### src/rtl/aes_mode_engine.sv
// aes_mode_engine: AES block-mode wrapper around an external 128-bit cipher core.
// Gathers a key and text blocks from DW-wide streams and runs each block through the core.
// The results go out on a DW-wide stream. Supports ECB, CBC and, optionally, CTR.
// Optional feature macro: AES_MODE_CTR_EN. When it is defined the CTR counter is built.
// When it is undefined, mode 10 runs as ECB.
// Handshake rule, shared by every stream: a beat transfers on a rising edge where
// valid and ready are both 1. Once valid is raised it stays high, with stable data,
// until that transfer happens.
module aes_mode_engine #(
  parameter int DW    = 32,
  parameter int CNT_W = 16
) (
  input  logic             clk_i,
  input  logic             rst_i,
  input  logic             clear_i,
  input  logic             start_i,
  input  logic [1:0]       mode_i,
  input  logic [CNT_W-1:0] len_i,
  input  logic [127:0]     iv_i,
  input  logic             key_valid_i,
  output logic             key_ready_o,
  input  logic [DW-1:0]    key_data_i,
  input  logic             txt_valid_i,
  output logic             txt_ready_o,
  input  logic [DW-1:0]    txt_data_i,
  output logic             out_valid_o,
  input  logic             out_ready_i,
  output logic [DW-1:0]    out_data_o,
  output logic             core_ld_o,
  output logic [127:0]     core_key_o,
  output logic [127:0]     core_text_o,
  input  logic             core_done_i,
  input  logic [127:0]     core_text_i,
  output logic             busy_o,
  output logic             done_o,
  output logic [CNT_W-1:0] cnt_o,
  output logic [2:0]       state_o
);

  localparam int BEATS = 128 / DW;

  typedef enum logic [2:0] {
    S_IDLE   = 3'd0,
    S_KEY    = 3'd1,
    S_GATHER = 3'd2,
    S_RUN    = 3'd3,
    S_EMIT   = 3'd4,
    S_DONE   = 3'd5
  } state_t;

  state_t           state_q;
  logic [1:0]       beat_q;
  logic [127:0]     key_q;
  logic [127:0]     blk_q;
  logic [127:0]     res_q;
  logic [127:0]     chain_q;
  logic [127:0]     core_text_q;
  logic [CNT_W-1:0] len_q;
  logic [CNT_W-1:0] cnt_q;
  logic             is_cbc_q;
  logic             core_ld_q;
  logic             done_q;
`ifdef AES_MODE_CTR_EN
  logic             is_ctr_q;
  logic [127:0]     ctr_q;
`endif

  logic             last_beat;
  logic [6:0]       beat_lsb;
  logic [127:0]     key_nxt;
  logic [127:0]     blk_nxt;
  logic [127:0]     core_in;
  logic [127:0]     res_nxt;
  logic [CNT_W-1:0] cnt_inc;
  logic             key_hs;
  logic             txt_hs;
  logic             out_hs;

  // Stream readiness and status are decoded straight from the state register
  assign key_ready_o = (state_q == S_KEY);
  assign txt_ready_o = (state_q == S_GATHER);
  assign out_valid_o = (state_q == S_EMIT);
  assign busy_o      = (state_q != S_IDLE);
  assign done_o      = done_q;
  assign core_ld_o   = core_ld_q;
  assign core_key_o  = key_q;
  assign core_text_o = core_text_q;
  assign cnt_o       = cnt_q;
  assign state_o     = state_q;

  assign key_hs    = key_valid_i && key_ready_o;
  assign txt_hs    = txt_valid_i && txt_ready_o;
  assign out_hs    = out_valid_o && out_ready_i;
  assign last_beat = (beat_q == 2'(BEATS - 1));
  assign cnt_inc   = cnt_q + CNT_W'(1);

  // Beat 0 maps to the most significant DW bits of a 128-bit block
  assign beat_lsb = 7'(128 - DW * (int'(beat_q) + 1));

  // Slot the incoming beat into the block, pick the core input and the block result
  always_comb begin
    key_nxt = key_q;
    key_nxt[beat_lsb +: DW] = key_data_i;
    blk_nxt = blk_q;
    blk_nxt[beat_lsb +: DW] = txt_data_i;
    core_in = blk_nxt;
    res_nxt = core_text_i;
    if (is_cbc_q) begin
      core_in = blk_nxt ^ chain_q;
    end
`ifdef AES_MODE_CTR_EN
    if (is_ctr_q) begin
      core_in = ctr_q;
      res_nxt = core_text_i ^ blk_q;
    end
`endif
  end

  // Result stream: only drive data while a beat is being offered
  always_comb begin
    out_data_o = '0;
    if (state_q == S_EMIT) begin
      out_data_o = res_q[beat_lsb +: DW];
    end
  end

  // Job sequencer: key load, then per block gather -> core run -> emit
  always_ff @(posedge clk_i) begin
    if (rst_i || clear_i) begin
      state_q     <= S_IDLE;
      beat_q      <= '0;
      key_q       <= '0;
      blk_q       <= '0;
      res_q       <= '0;
      chain_q     <= '0;
      core_text_q <= '0;
      len_q       <= '0;
      cnt_q       <= '0;
      is_cbc_q    <= 1'b0;
      core_ld_q   <= 1'b0;
      done_q      <= 1'b0;
`ifdef AES_MODE_CTR_EN
      is_ctr_q    <= 1'b0;
      ctr_q       <= '0;
`endif
    end else begin
      core_ld_q <= 1'b0;
      done_q    <= 1'b0;
      case (state_q)
        S_IDLE: begin
          if (start_i) begin
            if (len_i != '0) begin
              len_q    <= len_i;
              cnt_q    <= '0;
              chain_q  <= iv_i;
              is_cbc_q <= (mode_i == 2'b01);
`ifdef AES_MODE_CTR_EN
              is_ctr_q <= (mode_i == 2'b10);
              ctr_q    <= iv_i;
`endif
              beat_q   <= '0;
              state_q  <= S_KEY;
            end else begin
              state_q  <= S_DONE;
            end
          end
        end
        S_KEY: begin
          if (key_hs) begin
            key_q <= key_nxt;
            if (last_beat) begin
              beat_q  <= '0;
              state_q <= S_GATHER;
            end else begin
              beat_q <= beat_q + 2'd1;
            end
          end
        end
        S_GATHER: begin
          if (txt_hs) begin
            blk_q <= blk_nxt;
            if (last_beat) begin
              beat_q      <= '0;
              core_text_q <= core_in;
              core_ld_q   <= 1'b1;
`ifdef AES_MODE_CTR_EN
              if (is_ctr_q) begin
                ctr_q <= ctr_q + 128'd1;
              end
`endif
              state_q     <= S_RUN;
            end else begin
              beat_q <= beat_q + 2'd1;
            end
          end
        end
        S_RUN: begin
          if (core_done_i) begin
            res_q <= res_nxt;
            if (is_cbc_q) begin
              chain_q <= core_text_i;
            end
            state_q <= S_EMIT;
          end
        end
        S_EMIT: begin
          if (out_hs) begin
            if (last_beat) begin
              beat_q <= '0;
              cnt_q  <= cnt_inc;
              state_q <= (cnt_inc == len_q) ? S_DONE : S_GATHER;
            end else begin
              beat_q <= beat_q + 2'd1;
            end
          end
        end
        S_DONE: begin
          done_q  <= 1'b1;
          state_q <= S_IDLE;
        end
        default: state_q <= S_IDLE;
      endcase
    end
  end

endmodule
### config.mk
export PLATFORM = sky130hd
export DESIGN_NAME = aes_mode_engine
export DESIGN_NICKNAME = d
export VERILOG_FILES = /design/src/rtl/aes_mode_engine.sv
export SDC_FILE = /design/constraint.sdc
export NUM_CORES = 2
export LEC_CHECK = 0
export ABC_AREA = 1
export CORE_MARGIN = 8
export CORE_UTILIZATION = 51
export CTS_CLUSTER_SIZE = 28
export DETAILED_ROUTE_END_ITERATION = 6
export PLACE_DENSITY = 0.81
export SLEW_MARGIN = 10
export SYNTH_ARGS = -nofsm -noshare
export SYNTH_HDL_FRONTEND = slang
export SYNTH_SLANG_ARGS = --single-unit
### constraint.sdc
create_clock -name clk_i -period 3.1 [get_ports clk_i]
set_input_delay 0.62 -clock clk_i [delete_from_list [all_inputs] [get_ports clk_i]]
set_output_delay 0.62 -clock clk_i [all_outputs]
set_load 0.05 [all_outputs]
==> impl_metrics.csv <==
group,metric,value,unit
sta,setup_ws,-45.4,ps
worst_setup_path,cp_slowest_stage_delay,380,ps
detailed_routing,vias,31400,
logic_synthesis,async_reset_ff_frac,0,
logic_synthesis,synthSimpleGateAreaFrac,0.178,
placed_design,place.gp.congestion,0.985,
global_route,grt_start_max_net_pins,257,
sta,tightest_slew,1050,ps
worst_setup_path,cp_max_fo,56,
logic_synthesis,synth-compound-area-share,0.250,
worst_setup_path,worstPathRequired,2480,ps
worst_setup_path,path_cells,"buf_6 > nand2_1 > o21ai_0 > nand2_1 > a31oi_2 > buf_12",
cts,cts_root_buf,"clkbuf_16",
logic_synthesis,yosys.area.top_type_share,0.471,
worst_setup_path,critPathTopFamily,"buffers and inverters",
power_and_ir_drop,power_density,522,nW/um^2
die,die_h,254,microns
power_and_ir_drop,combPwrFrac,0.103,
die,rows,87,
sta,hold_viol,0,
global_route,grt_pass1_vias,28900,
detailed_routing,routed_wl,132,mm
worst_hold_path,hold_class,"reg -> reg",
logic_synthesis,synthAdderAreaFrac,0.00260,
worst_setup_path,cp.arrival,2530,ps
worst_setup_path,endpoint_kind,"output pin",
logic_synthesis,synthFlopType,"dfxtp_1",
logic_synthesis,synth_seq_cells,680,
detailed_routing,via_per_inst,6.13,
sta,setup_violations,2,
logic_synthesis,syn_area,28900,sq um
die,start_util,0.514,
sta,timing.fmax,0.318,GHz
status,status,"finished with violations",
global_route,grt_first_pass_wirelength,187,mm
global_route,grt_util_all_layers,0.382,
worst_setup_path,cp-start-kind,"flip-flop",
power_and_ir_drop,pwr-share-seq,0.437,
die,die-width,254,microns
logic_synthesis,ys_types,39,
power_and_ir_drop,power.switching,5.29,mW
cts,cts_tree,"done",
logic_synthesis,synthTopCellsByCount,"853 x nand2_1, 680 x dfxtp_1, 575 x a21oi_1",
global_route,grt_overflow,0,
job,cap_viol_max_count,0,
detailed_routing,routedWlPerCell,25.7,microns
detailed_routing,drc,5,
cts,numCtsBuffers,73,
global_route,globalRouteMet3Util,0.121,
cells_and_area,final_layout_size_suffix_gt1_frac,0.0702,
logic_synthesis,synthMuxAreaShare,0,
placed_design,dp_slack,387,ps
die,die_area,64500,sq um
detailed_routing,initialDrtViolationCount,4449,
worst_setup_path,slowest_stage,"dfxtp_4",
die,io_pins,659,
logic_synthesis,yosysMostFrequentCell,"nand2_1",
power_and_ir_drop,p_clk_frac,0.460,
sta,rsz0062_at_grt,"yes",
cts,htreeDepth,3,
cells_and_area,syn2layout_area_growth,37.1,%
worst_setup_path,crit_type,"reg -> out",
status,violations,"design-rule violations, negative setup slack",
worst_setup_path,critPathBufInv,2,
logic_synthesis,synth_top_family_by_area,"compound AO/OA/AOI/OAI gates",
placed_design,dp_hpwl,96.4,mm
sta,finalClockSkew,19.6,ps
detailed_routing,dr.pass1.iters,7,
placed_design,dp.cells,4978,
cts,path_clk_slew,70,ps
sta,timing.final.crit_share,1.01,
cts,clkLatencyLatePin,620,ps
cts,clock_path_buffers,3,
cells_and_area,nNetsFinal,4656,
power_and_ir_drop,ir_worst_vdd,521,uV
worst_setup_path,cp_common_cell,"nand2_1",
power_and_ir_drop,total_power,20.7,mW
logic_synthesis,synth-warning-count,0,
placed_design,port_buffers,658,
global_route,grt-busiest-layer,"met2",
cts,cts.sinks,680,
global_route,met2_usage,0.578,
logic_synthesis,synth-xor-area-share,0.0389,
sta,period_needed,3150,ps
cells_and_area,final_cells,5125,
logic_synthesis,synth_edf_count,0,
logic_synthesis,ys_seq_area_frac,0.471,
die,fp.coreArea,56200,sq um
sta,slew_headroom,0.297,
detailed_routing,ant_nets,0,
logic_synthesis,syn_nets,4177,
logic_synthesis,yosys-top-cells-area,"dfxtp_1 47%, nand2_1 11%, a21oi_1 10%",
power_and_ir_drop,swShare,0.256,
global_route,antenna_found_initial,15,
global_route,use_met1,0.478,
logic_synthesis,avgSynthCellArea,7.55,sq um
logic_synthesis,syn_inst,3825,
sta,maxSlewViolCount,0,
power_and_ir_drop,leakagePower,13.2,nW
logic_synthesis,synth_top_cell_by_area,"dfxtp_1",
power_and_ir_drop,p_int,15.4,mW
## routing by layer
metal,part of all wire,vias up
met2,0.43,2200
met1,0.37,14600
met4,0.065,20
met5,0.00093,-
met3,0.13,415
li1,-,14200
## path summary, 6_finish.rpt
path | start | slack [ps] | endpoint | cells after the start
hold reg to reg | res_q[109]$_SDFFE_PP0P_ | 450 | res_q[109]$_SDFFE_PP0P_ | 2
setup / recovery | beat_q[0]$_SDFFE_PP0P_ | -50 | out_data_o[13] | 6
setup reg to reg | beat_q[0]$_SDFFE_PP0P_ | 490 | core_text_o[54]$_SDFFE_PP0P_ | 8
hold / removal | res_q[109]$_SDFFE_PP0P_ | 450 | res_q[109]$_SDFFE_PP0P_ | 2
## cell type report
type / instances / area [sq um]
Fill cell: 4513 / 16600
Clock inverter: 33 / 504
Sequential cell: 680 / 13600
Inverter: 93 / 372
Clock buffer: 99 / 2090
Antenna cell: 8 / 20.0
Timing Repair Buffer: 739 / 7970
Tap cell: 756 / 946
Multi-Input combinational cell: 2717 / 14100
## sequential cells by signal, indices dropped and copies added (netlist names)
register / cells
core_text_o: 128
done_o: 1
core_ld_o: 1
core_key_o: 128
is_cbc_q: 1
cnt_o: 16
blk_q: 128
res_q: 128
chain_q: 128
len_q: 16
state_o: 3
beat_q: 2
## power by group through the flow
| stage | Clock (mW) | Sequential (mW) | Combinational (mW) |
|---|---|---|---|
| final | 9.51 | 9.04 | 2.13 |
| after global routing | 9.88 | 9.04 | 2.21 |
| after CTS | 9.52 | 9.02 | 2.05 |
| after detailed placement | 0 | 9.22 | 2.00 |
| after global placement | 0 | 9.22 | 1.98 |
| after floorplan | 0 | 9.18 | 0.924 |
## stage by stage
step | utilization | hold slack (ps) | setup TNS (ps) | area [sq um]
after floorplan | - | 424 | 0 | 29100
after global placement | 0.652 | 434 | 0 | 36600
final | 0.705 | 454 | -56.5 | 39600
after detailed placement | 0.652 | 438 | 0 | 36600
after global routing | 0.704 | 456 | -68.3 | 39600
after CTS | 0.701 | 447 | 0 | 39400
## timing repair
| action | 4_1_cts | 5_1_grt |
|---|---|---|
| gates resized for setup | 25 | 19 |
| setup endpoints to repair | 32 | 23 |
| cloned | 1 | 3 |
| hold buffers | 0 | 0 |
| pin swaps | 2 | 15 |
| setup buffers | 2 | 1 |
## cell usage in the layout, fill, tap and decap left out, types with 75 or more instances in the layout
cell type,instances
a21oi_1,575
a31oi_1,135
a32oi_1,86
clkbuf_16,76
clkdlybuf4s50_1,623
dfxtp_1,677
inv_1,79
nand2_1,852
nand3_1,239
nor2_1,135
o21ai_0,395
o21ai_1,75
xnor2_1,120
## cells by family after synthesis
logic type / count (synthesis)
buffers and inverters: 428
AOI/OAI and AO/OA: 1324
adders and majority gates: 6
and+or+nand+nor: 1262
xor gates and xnor gates: 125
DFF: 680
## worst reg2reg max path, stage by stage (launching register included)
cell and delay [ps]:
dfxtp_4 360, inv_2 80, buf_6 250, ha_1 280, nand2_1 90, inv_2 410
a32oi_1 240, xnor2_1 610, a21oi_1 130
Note: power is estimated with default switching activity, not from simulation.
